**config.mk**
```make
export PLATFORM = sky130hd
export DESIGN_NAME = lane_adder_pipe
export DESIGN_NICKNAME = d
export VERILOG_FILES = /design/src/rtl/lane_adder_pipe.sv
export SDC_FILE = /design/constraint.sdc
export NUM_CORES = 1
export LEC_CHECK = 0
export CAP_MARGIN = 5
export CORE_ASPECT_RATIO = 0.6
export CORE_UTILIZATION = 28
export DETAILED_ROUTE_END_ITERATION = 10
export REMOVE_ABC_BUFFERS = 1
export SLEW_MARGIN = 10
export SYNTH_ARGS = -nofsm -noshare
export SYNTH_HDL_FRONTEND = slang
export SYNTH_SLANG_ARGS = --single-unit
export TNS_END_PERCENT = 100
```
**constraint.sdc**
```tcl
create_clock -name clk -period 2.25 [get_ports clk]
set_clock_uncertainty 0.05 [all_clocks]
set_input_delay 0.45 -clock clk [delete_from_list [all_inputs] [get_ports clk]]
set_output_delay 0.45 -clock clk [all_outputs]
set_load 0.05 [all_outputs]
```
**src/rtl/lane_adder_pipe.sv**
```systemverilog
// Multi-lane adder/subtractor/accumulator with a registered output stage and
// a one-entry skid buffer; lanes are fully independent.
module lane_adder_pipe #(
  parameter int WIDTH = 8,
  parameter int LANES = 2
) (
  input  logic                   clk,
  input  logic                   rst,
  input  logic                   in_valid,
  output logic                   in_ready,
  input  logic [1:0]             mode,
  input  logic [LANES*WIDTH-1:0] a,
  input  logic [LANES*WIDTH-1:0] b,
  output logic                   out_valid,
  input  logic                   out_ready,
  output logic [LANES*WIDTH-1:0] sum,
  output logic [LANES-1:0]       carry
);

  typedef enum logic [1:0] {EMPTY, ONE, FULL} occ_t;
  typedef enum logic [1:0] {OP_ADD = 2'b00, OP_SUB = 2'b01, OP_ACC = 2'b10, OP_CLR = 2'b11} op_t;

  occ_t                   state;
  logic [LANES*WIDTH-1:0] skid_sum;
  logic [LANES-1:0]       skid_carry;
  logic [WIDTH-1:0]       acc     [LANES];
  logic [WIDTH-1:0]       acc_nxt [LANES];
  logic [LANES*WIDTH-1:0] res_sum;
  logic [LANES-1:0]       res_carry;
  logic [WIDTH:0]         t;
  logic [WIDTH-1:0]       ai, bi;
  logic                   accept, pop;

  assign accept = in_valid && in_ready;
  assign pop    = out_valid && out_ready;

  always_comb begin
    res_sum   = '0;
    res_carry = '0;
    t         = '0;
    ai        = '0;
    bi        = '0;
    for (int unsigned i = 0; i < LANES; i++) begin
      acc_nxt[i] = acc[i];
      ai = a[i*WIDTH +: WIDTH];
      bi = b[i*WIDTH +: WIDTH];
      t  = '0;
      case (op_t'(mode))
        OP_ADD: begin
          t = {1'b0, ai} + {1'b0, bi};
          res_sum[i*WIDTH +: WIDTH] = t[WIDTH-1:0];
          res_carry[i] = t[WIDTH];
        end
        OP_SUB: begin
          // The extra bit is the borrow, so carry is its inverse.
          t = {1'b0, ai} - {1'b0, bi};
          res_sum[i*WIDTH +: WIDTH] = t[WIDTH-1:0];
          res_carry[i] = ~t[WIDTH];
        end
        OP_ACC: begin
          t = {1'b0, acc[i]} + {1'b0, ai};
          acc_nxt[i] = t[WIDTH-1:0];
          res_sum[i*WIDTH +: WIDTH] = t[WIDTH-1:0];
          res_carry[i] = t[WIDTH];
        end
        default: acc_nxt[i] = '0;
      endcase
    end
  end

  always_ff @(posedge clk) begin
    if (rst) begin
      for (int unsigned i = 0; i < LANES; i++) acc[i] <= '0;
    end else if (accept) begin
      for (int unsigned i = 0; i < LANES; i++) acc[i] <= acc_nxt[i];
    end
  end

  always_ff @(posedge clk) begin
    if (rst) begin
      state      <= EMPTY;
      out_valid  <= 1'b0;
      in_ready   <= 1'b1;
      sum        <= '0;
      carry      <= '0;
      skid_sum   <= '0;
      skid_carry <= '0;
    end else begin
      case (state)
        EMPTY: begin
          if (accept) begin
            sum       <= res_sum;
            carry     <= res_carry;
            out_valid <= 1'b1;
            state     <= ONE;
          end
        end
        ONE: begin
          if (accept && pop) begin
            sum   <= res_sum;
            carry <= res_carry;
          end else if (accept) begin
            skid_sum   <= res_sum;
            skid_carry <= res_carry;
            in_ready   <= 1'b0;
            state      <= FULL;
          end else if (pop) begin
            out_valid <= 1'b0;
            state     <= EMPTY;
          end
        end
        FULL: begin
          // in_ready is low here, so no accept can coincide with the pop.
          if (pop) begin
            sum      <= skid_sum;
            carry    <= skid_carry;
            in_ready <= 1'b1;
            state    <= ONE;
          end
        end
        default: begin
          out_valid <= 1'b0;
          in_ready  <= 1'b1;
          state     <= EMPTY;
        end
      endcase
    end
  end

endmodule
```
==> tab_implementation.tex, run 1 <==
\begin{tabular}{lr}
\hline
Metric & Value \\
\hline
\multicolumn{2}{l}{\textbf{Synthesis}} \\
\quad Adder and majority gate portion of the synthesized area & 16.4\% \\
\quad Most common cell in the synthesized netlist & sky130\_fd\_sc\_hd\_\_nor2\_1 \\
\quad Leading post-synthesis cells by instance count & 54 x sky130\_fd\_sc\_hd\_\_nor2\_1, 50 x sky130\_fd\_sc\_hd\_\_ha\_1, 44 x sky130\_fd\_sc\_hd\_\_a21oi\_1, 40 x sky130\_fd\_sc\_hd\_\_dfxtp\_1, 28 x sky130\_fd\_sc\_hd\_\_inv\_1 \\
\quad Total standard cell area after synthesis & 4560 um\^{}2 \\
\quad Dominant cell type by area after synthesis & sky130\_fd\_sc\_hd\_\_dfxtp\_1 \\
\quad Fraction of synthesized cell area in xor and xnor cells & 2.88\% \\
\quad Yosys warnings & 0 \\
\quad Share of synthesized area occupied by flip-flops and latches & 28.1\% \\
\quad Fraction of registers with async set or reset after synthesis & 0\% \\
\quad Synth Register Bits & 56 \\
\quad Area share of the largest cell type after synthesis & 17.6\% \\
\quad Simple-gate portion of the synthesized area & 20.7\% \\
\quad Largest cells by area after synthesis & sky130\_fd\_sc\_hd\_\_dfxtp\_1 18\%, sky130\_fd\_sc\_hd\_\_ha\_1 14\%, sky130\_fd\_sc\_hd\_\_edfxtp\_1 11\% \\
\quad Synth Area per Inst & 8.41 um\^{}2 \\
\quad Number of enable flip-flop cells after synthesis & 16 \\
\quad Top\_reg\_cell synth & sky130\_fd\_sc\_hd\_\_dfxtp\_1 \\
\quad Cell count after synthesis & 542 \\
\quad Synthesized-area fraction occupied by ao, oa, aoi and oai cells & 24.6\% \\
\quad Distinct cell type count after synthesis & 66 \\
\quad Combinational family with the most area after synthesis & compound AO/OA/AOI/OAI gates \\
\quad Portion of netlist area occupied by mux cells & 1.90\% \\
\multicolumn{2}{l}{\textbf{Power and ir drop}} \\
\quad Total power divided by cell area & 565 nW/um\^{}2 \\
\quad Net Sw Frac & 36.8\% \\
\quad Pleak & 3.12 nW \\
\quad Power share of the combinational group & 49.3\% \\
\quad Final total power & 4.24 mW \\
\quad Part of the power in registers & 29.3\% \\
\quad Power spent charging and discharging nets & 1.56 mW \\
\quad Clock power frac & 21.5\% \\
\quad Worst-case vdd ir drop & 382 uV \\
\quad Internal Dissipation & 2.68 mW \\
\multicolumn{2}{l}{\textbf{Timing}} \\
\quad Transition at the pin with the smallest max-transition slack & 0.564 ns \\
\quad Relative slew slack & 62.3\% \\
\quad Maximum clock frequency & 450 MHz \\
\quad Final worst-path setup slack & 0.0271 ns \\
\quad RSZ-0062 raised after global routing & yes \\
\quad Final period util & 98.8\% \\
\quad Final setup violation count & 0 \\
\quad Final hold vios & 0 \\
\quad Fin. max-slew vios & 0 \\
\quad Clock period minus final worst setup slack & 2.22 ns \\
\multicolumn{2}{l}{\textbf{Placed design}} \\
\quad Count of input and output buffers & 57 \\
\quad Placer Congestion & 0.862 \\
\quad HPWL after detailed placement & 12.3 mm \\
\quad Placed instance count & 919 \\
\quad Setup WS pre-CTS & -0.964 ns \\
\multicolumn{2}{l}{\textbf{Finish}} \\
\quad Diodes inserted & 0 \\
\quad Final cell count without fillers & 939 \\
\quad Area added between synthesis and finish & 64.8\% \\
\quad Layout Nets & 829 \\
\quad Share of layout cells above drive strength 1 & 44.8\% \\
\multicolumn{2}{l}{\textbf{Critical path}} \\
\quad Reg-to-reg startpoint & acc[0][8]\$\_SDFFCE\_PN0P\_ \\
\quad Destination of the critical timing path & sum[14]\$\_SDFFE\_PP0P\_ \\
\quad Data required time of the worst path & 2.38 ns \\
\quad Crit-path max FO & 2 \\
\quad Startpoint kind of the worst setup timing path & flip-flop \\
\quad Reg2reg end & sum[14]\$\_SDFFE\_PP0P\_ \\
\quad Setup crit end kind & flip-flop \\
\quad Number of cells on the worst reg-to-reg path & 9 \\
\quad Data arrival time of the critical path & 2.36 ns \\
\quad Critical path class & reg2reg \\
\quad Setup crit start & acc[0][8]\$\_SDFFCE\_PN0P\_ \\
\quad Reg2reg setup slack & 0.03 ns \\
\multicolumn{2}{l}{\textbf{Floorplan}} \\
\quad Core Region & 15,600 um\^{}2 \\
\quad Chip Width & 167 um \\
\quad I/O pin count & 58 \\
\quad Initial core utilization & 29.1\% \\
\quad Floorplan row count & 35 \\
\quad Chip height & 101 um \\
\quad Area of the die & 16,800 um\^{}2 \\
\multicolumn{2}{l}{\textbf{CTS}} \\
\quad Level count of the clock H-tree & 2 \\
\quad Clock transition at the registers of the reported paths & 0.07 ns \\
\quad Clock sink total & 56 \\
\quad CTS Buf Count & 5 \\
\quad Cell chosen for the clock root & sky130\_fd\_sc\_hd\_\_clkbuf\_16 \\
\quad TritonCTS clock tree & yes \\
\quad Buffers from clock root to sink, at most & 2 \\
\quad Clock latency at the later pin of the worst-skew pair & 0.29 ns \\
\multicolumn{2}{l}{\textbf{Status}} \\
\quad Outcome & complete, no violations \\
\multicolumn{2}{l}{\textbf{Global route}} \\
\quad Largest net degree at the start of global routing & 17 \\
\quad Total global routing track utilization & 20.1\% \\
\quad Antenna violations before repair & 0 \\
\quad Grt total ovfl & 0 \\
\quad Vias in the first global route & 4,789 \\
\quad Wire length of the first global-routing pass & 26.5 mm \\
\multicolumn{2}{l}{\textbf{Drt}} \\
\quad Detailed-route vias per instance & 5.14 \\
\quad Total Wirelength & 16.5 mm \\
\quad Wire length per cell & 17.5 um \\
\quad Remaining design rule violation count & 0 \\
\quad Number of DRC markers in iteration 0 & 292 \\
\quad Overall via count from detail\_route & 4,831 \\
\quad Count of TritonRoute iterations in the first routing pass & 4 \\
\quad Post-DRT Antenna Nets & 0 \\
\multicolumn{2}{l}{\textbf{Job}} \\
\quad \# Max-Cap Violations & 0 \\
\multicolumn{2}{l}{\textbf{Hold path}} \\
\quad Min-delay worst type & reg2reg \\
\hline
\end{tabular}
[critical path, cell delays in order, from the launching register on]
cell                       delay [ns]
sky130_fd_sc_hd__edfxtp_1        0.41
sky130_fd_sc_hd__ha_4            0.20
sky130_fd_sc_hd__fa_2            0.36
sky130_fd_sc_hd__a21o_1          0.21
sky130_fd_sc_hd__a221oi_4        0.27
sky130_fd_sc_hd__xor2_1          0.24
sky130_fd_sc_hd__buf_4           0.16
sky130_fd_sc_hd__o21ai_2         0.05
sky130_fd_sc_hd__nor3_2          0.11
sky130_fd_sc_hd__nor4_1          0.06
[timing repair]
| item | CTS | global route |
|---|---|---|
| setup endpoints to repair | 40 | 26 |
| setup buffers | 7 | 6 |
| endpoints found under the hold margin | 0 | 0 |
| gates resized for setup | 169 | 96 |
| pin swaps | 55 | 46 |
| hold buffers | 0 | 0 |
| gates cloned | 0 | 0 |
[through the flow]
stage / instance area, um^2 / setup TNS [ns] / util [%] / hold slack (ns)
final: 7510 / 0 / 48.0 / 0.406
after CTS: 7230 / -0.00118 / 46.3 / 0.413
after global routing: 7510 / -0.561 / 48.0 / 0.432
after global placement: 6370 / -24.74 / 40.7 / 0.392
after detailed placement: 6370 / -25.76 / 40.7 / 0.398
after floorplan: 4420 / -0.152 / - / 0.423
[how the worst min path moves through the flow]
stage,from,end,slack (ns),depth (start not counted)
5_1_grt,sum[10]$_SDFFE_PP0P_,sum[10]$_SDFFE_PP0P_,0.43,2
3_5_place_dp,sum[8]$_SDFFE_PP0P_,sum[8]$_SDFFE_PP0P_,0.40,2
2_1_floorplan,skid_sum[8]$_SDFFE_PP0P_,skid_sum[8]$_SDFFE_PP0P_,0.42,2
3_3_place_gp,sum[8]$_SDFFE_PP0P_,sum[8]$_SDFFE_PP0P_,0.39,2
6_report,sum[0]$_SDFFE_PP0P_,sum[0]$_SDFFE_PP0P_,0.41,2
4_1_cts,sum[0]$_SDFFE_PP0P_,sum[0]$_SDFFE_PP0P_,0.41,2
[registers in the layout, indices dropped and copies added (netlist names)]
signal / flops
state: 2
skid_carry: 2
skid_sum: 16
out_valid: 1
in_ready: 1
carry: 2
acc: 16
sum: 16
[layer usage]
metal | global-route usage, % | share of wire, % | up-vias
met2 | 29.1 | 41 | 132
met5 | 0 | 0 | -
met1 | 31.7 | 53 | 2314
li1 | - | - | 2378
met3 | 2.67 | 6.2 | 7
met4 | 2.14 | 0.33 | 0
[final cells by class]
type	instances	area (um^2)
clock buffer	6	139
timing repair buffer	216	1780
tap	203	254
sequential	56	1280
fill	1466	8130
inverter	30	123
clock inverter	2	33.8
multi-input combinational	426	3890
[layout by cell type, fill, tap and decap left out, types with 8 or more instances in the layout]
cell,Yosys,final
sky130_fd_sc_hd__nor3_2,1,11
sky130_fd_sc_hd__o21ai_0,27,22
sky130_fd_sc_hd__inv_2,2,15
sky130_fd_sc_hd__ha_4,0,24
sky130_fd_sc_hd__a211oi_1,18,11
sky130_fd_sc_hd__o21ai_1,6,8
sky130_fd_sc_hd__ha_1,50,21
sky130_fd_sc_hd__a21oi_2,2,11
sky130_fd_sc_hd__clkbuf_2,0,10
sky130_fd_sc_hd__buf_6,1,17
sky130_fd_sc_hd__a31oi_1,11,11
sky130_fd_sc_hd__clkdlybuf4s50_1,0,26
sky130_fd_sc_hd__edfxtp_1,16,16
sky130_fd_sc_hd__nand3_1,10,8
sky130_fd_sc_hd__a21o_1,8,8
sky130_fd_sc_hd__nor2b_1,14,13
sky130_fd_sc_hd__inv_1,28,13
sky130_fd_sc_hd__nor2_1,54,49
sky130_fd_sc_hd__buf_4,0,143
sky130_fd_sc_hd__nor3_1,25,14
sky130_fd_sc_hd__dfxtp_1,40,40
sky130_fd_sc_hd__nand2_1,25,23
sky130_fd_sc_hd__a21oi_1,44,31
sky130_fd_sc_hd__dlygate4sd2_1,0,8
[power by group through the flow]
stage	Clock, mW	Combinational [mW]	Sequential (mW)
final	0.910	2.09	1.24
after global routing	0.981	2.24	1.25
after CTS	0.933	1.95	1.24
after detailed placement	0	1.72	1.25
after global placement	0	1.70	1.25
after floorplan	0	0.723	1.43
[logic make-up (layout without fill, tap and decap cells)]
group                    after synthesis  in the layout
XOR/XNOR                              15             15
buffers and inverters                 60            254
multiplexers                           8              8
AND/OR/NAND/NOR                      180            180
adder cells (fa/ha/maj)               56             56
flip-flops                            56             56
AO/OA/AOI/OAI                        167            167
No activity file was read; power rests on OpenSTA's default activity.
==> run 2: changes to the inputs <==
CORE_UTILIZATION = 51   (was 28)
PLACE_DENSITY = 0.77   (was default)
==> run 2 against run 1 <==
The flow now finishes with violations (negative setup slack). Count of clock-buffer cells in the layout decreased by 1. Flip-flop and latch count did not move. Cell area decreased by 2.3%. Non-clock buffer count fell by 8. First-iteration DRC count increased by 100%. Critical path depth did not move. Maximum frequency is 3.3% lower. Sequential share of layout area rose by 0.40 points. Highest routed layer unchanged.
==> tab_implementation.tex, run 2 (synthesis results as in run 1) <==
\begin{tabular}{lr}
\hline
Metric & Value \\
\hline
\multicolumn{2}{l}{\textbf{Finish}} \\
\quad Most frequent cells in the layout & 140 x sky130\_fd\_sc\_hd\_\_buf\_4, 49 x sky130\_fd\_sc\_hd\_\_nor2\_1, 40 x sky130\_fd\_sc\_hd\_\_dfxtp\_1 \\
\quad Area added between synthesis and finish & 61.0\% \\
\quad Diodes inserted & 0 (unchanged) \\
\quad Layout filler cell count & 460 (-69\%) \\
\quad Share of layout cells above drive strength 1 & 45.1\% (+0.22 points) \\
\quad Layout Nets & 821 (-0.97\%) \\
\quad Leading registers by flop count & acc x16, skid\_sum x16, sum x16 \\
\quad Utilization after layout & 85.4\% (+37 points) \\
\quad Post-route cell area & 7340 um\^{}2 (-2.3\%) \\
\quad Most common library cell in the layout ignoring fill and taps & sky130\_fd\_sc\_hd\_\_buf\_4 \\
\multicolumn{2}{l}{\textbf{Timing}} \\
\quad Maximum clock frequency & 435 MHz (-3.3\%) \\
\quad Final worst-path setup slack & -0.0483 ns (-0.0754 ns) \\
\quad RSZ-0062 raised after global routing & yes \\
\quad Final period util & 102\% (+3.4 points) \\
\quad Final setup violation count & 6 (+6) \\
\quad Fin. max-slew vios & 0 (unchanged) \\
\quad Clock period minus final worst setup slack & 2.30 ns (+0.0754 ns) \\
\quad Relative slew slack & 57.4\% (-5.0 points) \\
\quad Setup TNS & -0.153 ns (-0.153 ns) \\
\quad Transition at the pin with the smallest max-transition slack & 0.638 ns (+0.0744 ns) \\
\quad Final hold vios & 0 (unchanged) \\
\multicolumn{2}{l}{\textbf{Power and ir drop}} \\
\quad Power spent charging and discharging nets & 1.65 mW (+5.6\%) \\
\quad Pleak & 3.06 nW (-1.8\%) \\
\quad Part of the power in registers & 29.6\% (+0.3 points) \\
\quad Internal Dissipation & 2.55 mW (-4.8\%) \\
\quad Net Sw Frac & 39.2\% (+2.4 points) \\
\quad Worst-case vdd ir drop & 534 uV (+40\%) \\
\quad Clock power frac & 19.3\% (-2.2 points) \\
\quad Total power divided by cell area & 572 nW/um\^{}2 (+1.3\%) \\
\quad Power share of the combinational group & 51.1\% (+1.8 points) \\
\multicolumn{2}{l}{\textbf{Floorplan}} \\
\quad Core Region & 8590 um\^{}2 (-45\%) \\
\quad Chip Width & 124 um (-26\%) \\
\quad I/O pin count & 58 (unchanged) \\
\quad Area of the die & 9330 um\^{}2 (-44\%) \\
\quad Initial core utilization & 53.0\% (+24 points) \\
\quad Floorplan row count & 26 (-26\%) \\
\quad Chip height & 75.2 um (-25\%) \\
\multicolumn{2}{l}{\textbf{Placed design}} \\
\quad Setup WS pre-CTS & -0.907 ns (+0.0572 ns) \\
\quad HPWL after detailed placement & 11.4 mm (-7.2\%) \\
\quad Placed instance area & 6220 um\^{}2 (-2.4\%) \\
\quad Placer Congestion & 0.922 (+7.0\%) \\
\quad Count of input and output buffers & 57 (unchanged) \\
\multicolumn{2}{l}{\textbf{Global route}} \\
\quad Antenna violations before repair & 0 (unchanged) \\
\quad Wire length of the first global-routing pass & 25.2 mm (-5.2\%) \\
\quad Grt total ovfl & 0 (unchanged) \\
\quad Largest net degree at the start of global routing & 25 (+8) \\
\quad Vias in the first global route & 4,877 (+1.8\%) \\
\quad Total global routing track utilization & 35.9\% (+16 points) \\
\multicolumn{2}{l}{\textbf{Status}} \\
\quad Violations in the final reports & negative setup slack \\
\quad Outcome & complete, but fails checks \\
\multicolumn{2}{l}{\textbf{Critical path}} \\
\quad Slowest-stage cell, CP & sky130\_fd\_sc\_hd\_\_clkdlybuf4s50\_1 \\
\quad Data required time of the worst path & 2.41 ns (+0.03 ns) \\
\quad Reg2reg end & sum[12]\$\_SDFFE\_PP0P\_ \\
\quad Longest individual stage delay on the worst path & 0.50 ns (+0.09 ns) \\
\quad Crit path cell chain & clkdlybuf4s50\_1 > inv\_1 > ha\_1 > inv\_1 > nor3\_1 > a21oi\_1 > nor2\_1 > a211oi\_4 > a311oi\_2 \\
\quad Kind of cell with the highest combined delay on the critical path & buffers and inverters \\
\quad Worst path buffer plus inverter count & 3 (+2) \\
\quad Startpoint kind of the worst setup timing path & primary input \\
\quad Data arrival time of the critical path & 2.46 ns (+0.10 ns) \\
\quad Reg-to-reg startpoint & acc[0][8]\$\_SDFFCE\_PN0P\_ \\
\quad Most numerous cell on the critical path & sky130\_fd\_sc\_hd\_\_inv\_1 \\
\quad Crit-path max FO & 4 (+2) \\
\quad Reg2reg setup slack & 0.03 ns (about the same) \\
\quad Number of cells on the worst reg-to-reg path & 7 (-2) \\
\quad Setup crit end kind & flip-flop \\
\quad Critical path class & in2reg \\
\multicolumn{2}{l}{\textbf{Hold path}} \\
\quad Startpoint of the most critical hold path & sum[0]\$\_SDFFE\_PP0P\_ \\
\quad Capture endpoint of the worst hold path & sum[0]\$\_SDFFE\_PP0P\_ \\
\quad Number of cells on the worst hold path & 2 (unchanged) \\
\quad Min-delay worst type & reg2reg \\
\multicolumn{2}{l}{\textbf{CTS}} \\
\quad Clock sink total & 56 (unchanged) \\
\quad Level count of the clock H-tree & 2 (unchanged) \\
\quad Clock latency at the later pin of the worst-skew pair & 0.29 ns (about the same) \\
\quad Clock transition at the registers of the reported paths & 0.08 ns (about the same) \\
\quad CTS Buf Count & 5 (unchanged) \\
\quad Buffers from clock root to sink, at most & 2 (unchanged) \\
\quad TritonCTS clock tree & yes \\
\quad Cts-stage hold buffer count & 0 (unchanged) \\
\quad Cell chosen for the clock root & sky130\_fd\_sc\_hd\_\_clkbuf\_16 \\
\multicolumn{2}{l}{\textbf{Drt}} \\
\quad Count of TritonRoute iterations in the first routing pass & 7 (+3) \\
\quad Number of DRC markers in iteration 0 & 592 (+100\%) \\
\quad Post-DRT Antenna Nets & 0 (unchanged) \\
\quad Wire length per cell & 21.8 um (+24\%) \\
\quad Remaining design rule violation count & 0 (unchanged) \\
\quad Detailed-route vias per instance & 6.38 (+24\%) \\
\quad Overall via count from detail\_route & 5,363 (+11\%) \\
\quad Total Wirelength & 18.3 mm (+11\%) \\
\multicolumn{2}{l}{\textbf{Job}} \\
\quad \# Max-Cap Violations & 0 (unchanged) \\
\hline
\end{tabular}
run 2: cell count changes in the layout (fill, tap and decap cells not counted), moves of 4 or more:
cell                              change
sky130_fd_sc_hd__buf_6                -9
sky130_fd_sc_hd__clkbuf_2             -6
sky130_fd_sc_hd__nor2b_1              -5
sky130_fd_sc_hd__a21oi_2              +4
sky130_fd_sc_hd__clkdlybuf4s50_1      +4
sky130_fd_sc_hd__dlygate4sd2_1        +4
run 2: worst max path at each step:
| stage | startpoint | to | slack [ns] | cells past startpoint |
|---|---|---|---|---|
| floorplan | b[2] | skid_sum[5]$_SDFFE_PP0P_ | -0.04 | 8 |
| detailed placement | a[8] | sum[14]$_SDFFE_PP0P_ | -0.91 | 9 |
| global route | b[15] | skid_carry[1]$_SDFFE_PP0P_ | -0.12 | 8 |
| CTS | acc[0][8]$_SDFFCE_PN0P_ | sum[14]$_SDFFE_PP0P_ | -0.008 | 8 |
| global placement | b[2] | sum[5]$_SDFFE_PP0P_ | -0.86 | 10 |
| finish | b[15] | sum[15]$_SDFFE_PP0P_ | -0.05 | 9 |
run 2: what timing repair did:
action | in CTS | in global routing
endpoints found under the setup margin | 40 | 25
buffers inserted | 6 | 6
gates resized for setup | 148 | 93
pin swaps | 49 | 48
run 2: metal layers:
metal / vias up / wire length, um / track usage, %
li1: 2366 / - / -
met1: 2528 / 7710 / 51.2
met2: 374 / 7830 / 55.7
met3: 95 / 2000 / 6.74
met4: 0 / 746 / 10.1
met5: - / 0 / 0
run 2: area by class of cell:
| type | instances | area [um^2] | share of cell area [%] |
|---|---|---|---|
| clock buffers | 5 | 125 | 1.71 |
| well taps | 112 | 140 | 1.91 |
| repair buffers | 208 | 1730 | 23.6 |
| clock inverters | 3 | 26.3 | 0.358 |
| flip-flops and latches | 56 | 1280 | 17.5 |
| inverters | 30 | 118 | 1.60 |
| multi-input cells | 426 | 3920 | 53.4 |
run 2: power by group through the flow:
stage / registers, mW / logic, mW / clock network (mW)
after global routing: 1.26 / 2.25 / 0.849
after global placement: 1.25 / 1.64 / 0
after floorplan: 1.43 / 0.723 / 0
after CTS: 1.24 / 1.89 / 0.818
final: 1.24 / 2.15 / 0.809
after detailed placement: 1.26 / 1.68 / 0
run 2: through the flow:
stage / power [mW] / instances / hold slack (ns)
after global routing: 4.35 / 840 / 0.435
after detailed placement: 2.94 / 821 / 0.401
after CTS: 3.95 / 834 / 0.412
final: 4.20 / 840 / 0.408
after floorplan: 2.15 / 512 / 0.423
after global placement: 2.89 / 821 / 0.393
run 2: tightest hold or removal path: stages (launching register included):
cell and delay (ns):
sky130_fd_sc_hd__dfxtp_1 0.31, sky130_fd_sc_hd__nand2_1 0.05, sky130_fd_sc_hd__a21oi_1 0.05
